$ cat src/rtl/sm_disp_pkg.sv
// Shared state and phase encodings for the sign-magnitude display sequencer.
package sm_disp_pkg;

  typedef logic [1:0] state_t;

  localparam state_t ST_IDLE = 2'd0;
  localparam state_t ST_A    = 2'd1;
  localparam state_t ST_B    = 2'd2;
  localparam state_t ST_SUM  = 2'd3;

  localparam logic [1:0] PH_IDLE = 2'b00;
  localparam logic [1:0] PH_A    = 2'b01;
  localparam logic [1:0] PH_B    = 2'b10;
  localparam logic [1:0] PH_SUM  = 2'b11;

  function automatic logic [1:0] phase_of(input state_t st);
    logic [1:0] ph;
    ph = PH_IDLE;
    unique case (1'b1)
      (st == ST_A):   ph = PH_A;
      (st == ST_B):   ph = PH_B;
      (st == ST_SUM): ph = PH_SUM;
      default:        ph = PH_IDLE;
    endcase
    return ph;
  endfunction

endpackage

$ cat src/rtl/dwell_timer.sv
// Dwell counter: counts 0..DWELL-1 while enabled, ticks on the last count.
// Holds when disabled; clear or reset forces it back to zero.
module dwell_timer #(
  parameter int DWELL = 50_000_000,
  parameter int CW    = 26
) (
  input  logic clk,
  input  logic reset,
  input  logic clear,
  input  logic enable,
  output logic tick
);

  localparam logic [CW-1:0] LAST = CW'(DWELL - 1);

  logic [CW-1:0] cnt;

  assign tick = enable && (cnt == LAST);

  always_ff @(posedge clk) begin
    if (reset || clear) begin
      cnt <= '0;
    end else if (tick) begin
      cnt <= '0;
    end else if (enable) begin
      cnt <= cnt + 1'b1;
    end
  end

endmodule

$ cat src/rtl/sm_disp_sched.sv
// Display sequencer: shows operand A, operand B, then the adder sum.
// Optional pause input with SM_DISP_SCHED_PAUSE_EN.
module sm_disp_sched
  import sm_disp_pkg::*;
#(
  parameter int N     = 4,
  parameter int DWELL = 50_000_000,
  parameter int CW    = 26
) (
  input  logic         clk,
  input  logic         reset,
  input  logic         clr,
  input  logic         in_valid,
  output logic         in_ready,
  input  logic [N-1:0] a_in,
  input  logic [N-1:0] b_in,
  output logic [N-1:0] op_a,
  output logic [N-1:0] op_b,
  input  logic [N-1:0] sum_in,
  output logic [N-1:0] mout,
  output logic [1:0]   phase,
  output logic         done
`ifdef SM_DISP_SCHED_PAUSE_EN
  ,
  input  logic         pause
`endif
);

  state_t state, state_nx;
  logic   run, tick, accept, last, tclr;

`ifdef SM_DISP_SCHED_PAUSE_EN
  assign run = (state != ST_IDLE) && !pause;
`else
  assign run = (state != ST_IDLE);
`endif

  assign accept = in_valid && in_ready && !clr;
  assign last   = (state == ST_SUM) && tick;
  assign tclr   = clr || (state == ST_IDLE);

  dwell_timer #(
    .DWELL (DWELL),
    .CW    (CW)
  ) u_timer (
    .clk    (clk),
    .reset  (reset),
    .clear  (tclr),
    .enable (run),
    .tick   (tick)
  );

  always_ff @(posedge clk) begin
    if (reset) begin
      state <= ST_IDLE;
      op_a  <= '0;
      op_b  <= '0;
      done  <= 1'b0;
    end else begin
      state <= state_nx;
      done  <= last && !clr;
      if (accept) begin
        op_a <= a_in;
        op_b <= b_in;
      end
    end
  end

  always_comb begin
    state_nx = state;
    if (clr) begin
      state_nx = ST_IDLE;
    end else begin
      unique case (state)
        ST_IDLE: if (in_valid) state_nx = ST_A;
        ST_A:    if (tick)     state_nx = ST_B;
        ST_B:    if (tick)     state_nx = ST_SUM;
        ST_SUM:  if (tick)     state_nx = ST_IDLE;
        default:               state_nx = ST_IDLE;
      endcase
    end
  end

  // sum_in comes straight from the combinational adder on op_a/op_b
  always_comb begin
    mout     = '0;
    in_ready = 1'b0;
    phase    = phase_of(state);
    unique case (1'b1)
      (state == ST_IDLE): in_ready = 1'b1;
      (state == ST_A):    mout     = op_a;
      (state == ST_B):    mout     = op_b;
      (state == ST_SUM):  mout     = sum_in;
      default:            mout     = '0;
    endcase
  end

endmodule

$ cat config.mk
export PLATFORM = sky130hd
export DESIGN_NAME = sm_disp_sched
export DESIGN_NICKNAME = d
export VERILOG_FILES = /design/src/rtl/sm_disp_pkg.sv /design/src/rtl/dwell_timer.sv /design/src/rtl/sm_disp_sched.sv
export SDC_FILE = /design/constraint.sdc
export NUM_CORES = 1
export LEC_CHECK = 0
export CORE_ASPECT_RATIO = 1.5
export CORE_MARGIN = 1.5
export CORE_UTILIZATION = 55
export CTS_CLUSTER_SIZE = 30
export DETAILED_ROUTE_END_ITERATION = 8
export PLACE_DENSITY = 0.83
export SLEW_MARGIN = 20
export SYNTH_ARGS = -nofsm -noshare
export SYNTH_HDL_FRONTEND = slang
export SYNTH_SLANG_ARGS = --single-unit
$ cat constraint.sdc
create_clock -name clk -period 3.7 [get_ports clk]
set_input_delay 0.74 -clock clk [delete_from_list [all_inputs] [get_ports clk]]
set_output_delay 0.74 -clock clk [all_outputs]
set_load 0.05 [all_outputs]
# == Word level (Yosys, flattened, before mapping) ==
# Index checks and enable logic that the tools add are counted.
# classes
n_addsub,1
eq_ne,8
mux,8
n_reduce_logical,13
# op_table
operator,n
26-bit by 1-bit adder with 26-bit output (second input constant),1
26-bit == test (second input constant),1
4-bit one-hot mux with 3 select lines,1
2-bit two-way mux,4
2-bit != test (second input constant),4
2-bit one-hot mux with 4 select lines,1
2-bit one-hot mux with 3 select lines,1
1-bit logical AND,5
2-bit == test (second input constant),2
4-bit AND reduction,1
2-bit OR reduction,2
2-bit by 1-bit == test with 1-bit output (second input constant),1
2-bit zero test,1
1-bit logical OR,2
2-bit nonzero test,1
1-bit zero test,1
1-bit two-way mux,1
# word_totals
reg_bits,37
inputBits,16

# == Logic depth before layout (Yosys ltp) ==
# Gate-level depths: netlist (run 1).
# depth
depth_word,4
ltp_mapped,9

# == Cells and area by module ==
# From an unflattened synthesis (run 1), not the netlist that was laid out.
# unflattened
hier_cells,204
hier_area_um2,1895.6
# by_module_without_submodules
module,cells_per_inst,instances,seq_area_each_um2,area_each_um2
dwell_timer,142,1,520.5,1307.5
sm_disp_sched,62,1,220.2,588.1

# == Worst setup path after synthesis (run 1) ==
# OpenSTA, ideal clock, no wires.
# synth_timing
kind,flip-flop to output port
startpoint,register op_a[0]
endpoint,output port mout[0]
stages_incl_launch_ff,3
path_buffers,0
slack_ns,1.463
t_arrival_ns,1.497
path_cell_list,dfxtp_1 a222oi_1 nor2_1
# synth_via
elab_chain_cells,1
# synth_rtl
item,line_no,rtl
from (decl),sm_disp_sched.sv:17,"output logic [N-1:0] op_a,"
from (signal assigned),sm_disp_sched.sv:63,op_a <= a_in;
4-bit one-hot mux with 3 select lines,sm_disp_sched.sv:89,unique case (1'b1)
to (decl),sm_disp_sched.sv:20,"output logic [N-1:0] mout,"
# Every way passes these cells.

# == Worst setup path in the final report (run 1) ==
# layout_timing
startpoint,input port sum_in[2]
endpoint,output port mout[2]
# layout_via
elab_chain_cells,1
# layout_rtl
item,line_no,rtl
from (decl),sm_disp_sched.sv:19,"input logic [N-1:0] sum_in,"
4-bit one-hot mux with 3 select lines,sm_disp_sched.sv:89,
# Every way passes these cells.

==> results.yml, run 1 <==
hold_path:
  hold-path-endpoint: "u_timer.cnt[0]"
  timing.hold.worst.class: "flop to flop"
  min_path_cells: 1
  hold_start: "u_timer.cnt[0]"
synthesis:
  synth_enable_flop_cells: 0
  synth_area_leader_cell: "sky130_fd_sc_hd__dfxtp_1"
  synth_sequential_area_ratio_pct: 42.4
  ff_latch_count_synth: 37
  synthFlopType: "sky130_fd_sc_hd__dfxtp_1"
  yosysTopAreaCellShare_pct: 42.4
  synth_warnings: 0
  netlist-cell-type-count: 38
  synthesis.area_sq_mm: 0.00175
  postSynthNetCount: 211
  synth.area.top_cells: "sky130_fd_sc_hd__dfxtp_1 42%, sky130_fd_sc_hd__nor2_1 9.2%, sky130_fd_sc_hd__xnor2_1 6.0%, sky130_fd_sc_hd__xor2_1 6.0%, sky130_fd_sc_hd__mux2i_1 4.6%"
  syn_area_per_cell_sq_um: 9.24
  synth-async-reset-ratio_pct: 0
  synth_cells: 189
flow_run:
  maxCapViolations: 0
critical_path:
  setup.worst_path.end_class: "output port"
  timing.rr.end: "u_timer.cnt[16]"
  reg2reg_from: "state[0]"
  cells_on_worst_reg2reg_path: 7
  worstPathMaxFanout: 1
  cp_data_arrival_time_ns: 2.23
  criticalPathCategory: "input port to output port"
  startpoint_type: "input port"
  reg2reg_slack_ns: 1.12
  timing.critical_path.required_ns: 2.96
floorplanning:
  fp.dieArea_sq_mm: 0.00353
  dieHeight_um: 72.0
  rows: 24
  initial_core_util_pct: 58.8
  floorplan.core_area_sq_mm: 0.00297
  top_level_ports: 32
  die_x_um: 49.0
clock_network:
  cts_tree: "built"
  clkSinkCount: 37
  cts_resized: 0
  cts_root_buffer: "sky130_fd_sc_hd__clkbuf_8"
  number_of_setup_buffers_added_after_cts: 0
  clock_latency_ns: 0.29
  ctsLongestPathBuffers: 2
  worst_setup_hold_path_clk_slew_ns: 0.07
  number_of_h_tree_levels: 2
  numCtsBuffers: 5
  hold_buffers: 0
sta:
  finalMaxSlewViolations: 0
  fmaxAchievable_mhz: 337
  finalHoldViolCount: 0
  worst_pin_slew_ns: 0.770
  min_period_ns: 2.97
  setup_repair_after_global_routing_missed_its_margin: "false"
  clock-skew-final_ns: 0.00553
  fin_setup_tns_ns: 0
  relSlewSlack_pct: 48.7
  finalSetupViolCount: 0
  final_critical_path_setup_slack_ns: 0.730
  layout_worst_path_cycle_share_pct: 80.3
grt:
  first_pass_grt_wire_length_mm: 6.40
  antenna_found_initial: 0
  grt_pass1_vias: 1491
  groute.usage.overall_pct: 23.3
  grt_start_max_net_pins: 25
  remaining_global_route_overflow: 0
route:
  drt_pre_antenna_iters: 4
  post_drt_via_cell_ratio: 5.61
  route.detailed.drc: 0
  detail-route-antenna-nets: 0
  dr.first_iter.drc_count: 53
  route.vias.total: 1470
  routedWlPerCell_um: 13.7
  totalWireLength_mm: 3.59
placed_design:
  numPortBuffers: 31
  place_ws_ns: 0.741
  place.gp.congestion: 0.881
  dp.final_hpwl_mm: 2.67
pwr:
  power_density_mw_per_mm2: 354
  static-leakage-power_uw: 0.000772
  power.ir.vdd_worst_uv: 340
layout:
  synthesis_to_layout_area_growth_pct: 23.5
  n_fill_cell: 234
  layout-drive-gt1-share_pct: 7.62
  n_antenna_cell: 0
  fin_nets: 244
status:
  outcome: "complete, no violations"
==> worst max path at each step <==
| stage | cells after the start | slack, ns | startpoint | endpoint |
|---|---|---|---|---|
| after floorplan | 2 | 1.46 | op_a[0] | mout[0] |
| after global placement | 4 | 0.76 | sum_in[0] | mout[0] |
| after detailed placement | 4 | 0.74 | sum_in[2] | mout[2] |
| after CTS | 4 | 0.73 | sum_in[2] | mout[2] |
| after global routing | 5 | 0.67 | state[1] | mout[3] |
| final | 4 | 0.73 | sum_in[2] | mout[2] |
==> layout by cell type (no fill, tap or decap), types with 2 or more instances in the layout <==
cell / n
sky130_fd_sc_hd__dfxtp_1: 37
sky130_fd_sc_hd__nand3_1: 6
sky130_fd_sc_hd__clkinv_2: 2
sky130_fd_sc_hd__xor2_1: 12
sky130_fd_sc_hd__or2_2: 2
sky130_fd_sc_hd__and3_1: 5
sky130_fd_sc_hd__or3_1: 2
sky130_fd_sc_hd__nor4_1: 2
sky130_fd_sc_hd__ha_1: 6
sky130_fd_sc_hd__xnor2_1: 12
sky130_fd_sc_hd__nand4_1: 7
sky130_fd_sc_hd__clkbuf_8: 5
sky130_fd_sc_hd__a21oi_1: 2
sky130_fd_sc_hd__and4_1: 4
sky130_fd_sc_hd__a222oi_1: 4
sky130_fd_sc_hd__nand2_1: 8
sky130_fd_sc_hd__inv_1: 4
sky130_fd_sc_hd__mux2i_1: 8
sky130_fd_sc_hd__clkdlybuf4s50_1: 31
sky130_fd_sc_hd__nor3_1: 3
sky130_fd_sc_hd__nor2_1: 43
sky130_fd_sc_hd__nand2b_1: 2
==> kinds of logic after synthesis <==
group | Yosys count | synth area share [%]
buffers and inverters | 9 | 2.86
XOR/XNOR | 24 | 12.0
adder cells (fa/ha/maj) | 6 | 4.30
AND/OR/NAND/NOR | 96 | 28.8
flip-flops | 37 | 42.4
multiplexers | 8 | 4.58
AO/OA/AOI/OAI | 9 | 5.01
==> final cells by class <==
| type | count | area [sq um] | share of cell area, % |
|---|---|---|---|
| Inverter | 4 | 15.0 | 0.696 |
| Sequential cell | 37 | 741 | 34.3 |
| Tap cell | 39 | 48.8 | 2.26 |
| Clock inverter | 3 | 17.5 | 0.812 |
| Timing Repair Buffer | 31 | 310 | 14.4 |
| Multi-Input combinational cell | 143 | 956 | 44.3 |
| Clock buffer | 5 | 68.8 | 3.19 |
==> synth_stat cells, drive strengths merged, types with 2 or more instances <==
master	instances
a21oi	2
a222oi	4
and3	6
and4	4
buf	4
dfxtp	37
ha	6
inv	4
mux2i	8
nand2	8
nand2b	2
nand3	6
nand4	8
nor2	44
nor3	4
nor4	3
or2	2
or3	2
xnor2	12
xor2	12
==> layer usage <==
metal / routed length (um) / share of wire [%] / GRT usage (%) / up-vias
li1: - / - / - / 722
met1: 1410 / 39 / 23.8 / 679
met2: 1910 / 53 / 42.6 / 57
met3: 157 / 4.4 / 5.14 / 12
met4: 120 / 3.3 / 14.9 / 0
met5: 0 / 0 / 0 / -
==> metrics by stage <==
stage	power (uW)	instances	utilization (%)	hold WS, ns	instance area [sq um]
floorplan	471	189	-	0.417	1750
global placement	502	254	69.7	0.428	2070
detailed placement	504	254	69.7	0.442	2070
CTS	773	262	72.6	0.452	2160
global route	795	262	72.6	0.468	2160
finish	764	262	72.6	0.448	2160
==> flip-flops by register name (all words and copies together), names as in the netlist <==
signal / count
u_timer.cnt: 26
op_a: 4
op_b: 4
state: 2
done: 1
==> power breakdown <==
| part | leakage (uW) | switching [uW] | internal, uW |
|---|---|---|---|
| clock | 0.0000439 | 140 | 130 |
| combinational | 0.000429 | 47.1 | 37.9 |
| sequential | 0.000299 | 5.05 | 404 |
| total | 0.000772 | 192 | 572 |
==> worst max-delay path: stages <==
cell,delay [ns]
sky130_fd_sc_hd__clkdlybuf4s50_1,0.41
sky130_fd_sc_hd__a222oi_1,0.30
sky130_fd_sc_hd__nor2_1,0.08
sky130_fd_sc_hd__clkdlybuf4s50_1,0.70
(Power assumes the default switching activity.)
==> run 2: changes to the inputs <==
Settings changed: CORE_UTILIZATION 55 to 46, PLACE_DENSITY 0.83 to 0.74.
Clock period 3.7 ns to 2.7 ns, I/O delays scaled along.
==> run 2 against run 1 <==
Final cell count increased by 2.7%. Critical path type is now flop to output port. Critical path depth unchanged. Wire length decreased by 0.50%. Highest routed layer unchanged. First-iteration DRC count increased by 15%.
==> results.yml, run 2 (synthesized netlist as in run 1, its figures left out) <==
flow_run:
  maxCapViolations: 0
floorplanning:
  initial_core_util_pct: 47.9
  floorplan.core_area_sq_mm: 0.00365
  top_level_ports: 32
  dieHeight_um: 78.5
  fp.dieArea_sq_mm: 0.00418
  rows: 27
  die_x_um: 53.3
layout:
  fin_nets: 247
  largest_register_ff_count: 26
  n_fill_cell: 319
  reg.largest.list: "u_timer.cnt x26, op_a x4, op_b x4"
  final_util_pct: 60.5
  commonest_cells_after_routing_fill_and_taps_aside: "43 x sky130_fd_sc_hd__nor2_1, 37 x sky130_fd_sc_hd__dfxtp_1, 27 x sky130_fd_sc_hd__clkdlybuf4s50_1, 12 x sky130_fd_sc_hd__xnor2_1, 12 x sky130_fd_sc_hd__xor2_1"
  layout-drive-gt1-share_pct: 10.6
  final_cell_count_no_fill: 269
  regMostFlops: "u_timer.cnt"
  synthesis_to_layout_area_growth_pct: 26.4
  layout.cells.most_common: "sky130_fd_sc_hd__nor2_1"
  n_antenna_cell: 0
grt:
  groute.usage.overall_pct: 19.1
  first_pass_grt_wire_length_mm: 5.98
  remaining_global_route_overflow: 0
  grt_start_max_net_pins: 25
  antenna_found_initial: 0
  grt_pass1_vias: 1374
placed_design:
  dp.final_hpwl_mm: 2.65
  numPortBuffers: 31
  post-place-cells: 261
  place.gp.congestion: 0.815
clock_network:
  number_of_setup_buffers_added_after_cts: 0
  clock_latency_ns: 0.29
  cts_root_buffer: "sky130_fd_sc_hd__clkbuf_8"
  cts_resized: 0
  number_of_h_tree_levels: 2
  numCtsBuffers: 5
  clkSinkCount: 37
  ctsLongestPathBuffers: 2
  cts_tree: "built"
  hold_buffers: 0
  worst_setup_hold_path_clk_slew_ns: 0.08
critical_path:
  criticalPathCategory: "flop to output port"
  reg2reg_slack_ns: 0.51
  cp_slowest_stage_delay_ns: 0.70
  setup.worst_path.end_class: "output port"
  cp_data_arrival_time_ns: 2.02
  timing.critical_path.required_ns: 2.16
  crit_path_max_delay_cell_type: "sky130_fd_sc_hd__clkdlybuf4s50_1"
  path_cells: "inv_1, ha_1, or2_2, clkdlybuf4s50_1"
  worstPathMaxFanout: 7
  startpoint_type: "flop"
sta:
  finalSetupViolCount: 0
  setup_repair_after_global_routing_missed_its_margin: "false"
  fin_setup_tns_ns: 0
  worst_pin_slew_ns: 0.597
  fmaxAchievable_mhz: 391
  clock-skew-final_ns: 0.0108
  finalHoldViolCount: 0
  layout_worst_path_cycle_share_pct: 94.8
  finalMaxSlewViolations: 0
  relSlewSlack_pct: 59.9
  min_period_ns: 2.56
route:
  drt_pre_antenna_iters: 4
  dr.first_iter.drc_count: 61
  totalWireLength_mm: 3.58
  routedWlPerCell_um: 13.3
  route.vias.total: 1463
  detail-route-antenna-nets: 0
  route.detailed.drc: 0
  post_drt_via_cell_ratio: 5.44
hold_path:
  timing.hold.worst.class: "flop to flop"
pwr:
  power.ir.vdd_worst_uv: 430
  post-layout-total-power_uw: 1170
  power_density_mw_per_mm2: 531
  static-leakage-power_uw: 0.000808
status:
  outcome: "complete, no violations"
## run 2: where the power goes
part           leakage, uW  internal, uW  switching (uW)
clock            0.0000574           300             193
sequential        0.000299           554            6.88
combinational     0.000452          53.4            64.5
## run 2: through the flow
stage | worst slack (ns) | cell area [sq um] | hold slack (ns)
finish | 0.139 | 2210 | 0.469
global route | 0.0313 | 2210 | 0.510
CTS | 0.125 | 2210 | 0.470
detailed placement | 0.446 | 2090 | 0.449
global placement | 0.477 | 2090 | 0.436
floorplan | 0.468 | 1750 | 0.417
## run 2: final cells by class
cell class	count	area, sq um	share of cell area (%)
Sequential cell	37	741	33.5
Multi-Input combinational cell	143	956	43.3
Clock inverter	2	37.5	1.70
Inverter	4	15.0	0.680
Clock buffer	6	82.6	3.74
Tap cell	43	53.8	2.44
Timing Repair Buffer	34	323	14.6
## run 2: critical path: cells and delay by family, from the launching register on
| kind | cells | cell delay [ns] |
|---|---|---|
| buffers and inverters | 2 | 0.79 |
| adder cells (fa/ha/maj) | 1 | 0.27 |
| flip-flops | 1 | 0.38 |
| AND/OR/NAND/NOR | 1 | 0.29 |
## run 2: worst paths after layout
kind / cells past startpoint / end / startpoint
min: 1 / u_timer.cnt[0] / u_timer.cnt[0]
max reg2reg: 8 / u_timer.cnt[9] / state[0]
min reg2reg: 1 / u_timer.cnt[0] / u_timer.cnt[0]
max: 4 / phase[1] / state[0]
## run 2: metal layers
metal	up-vias	share of wire, %	track usage, %
met4	0	2.2	7.69
met5	-	0	0
met2	53	51	33.3
met1	679	41	20.6
li1	724	-	-
met3	7	6.5	5.51
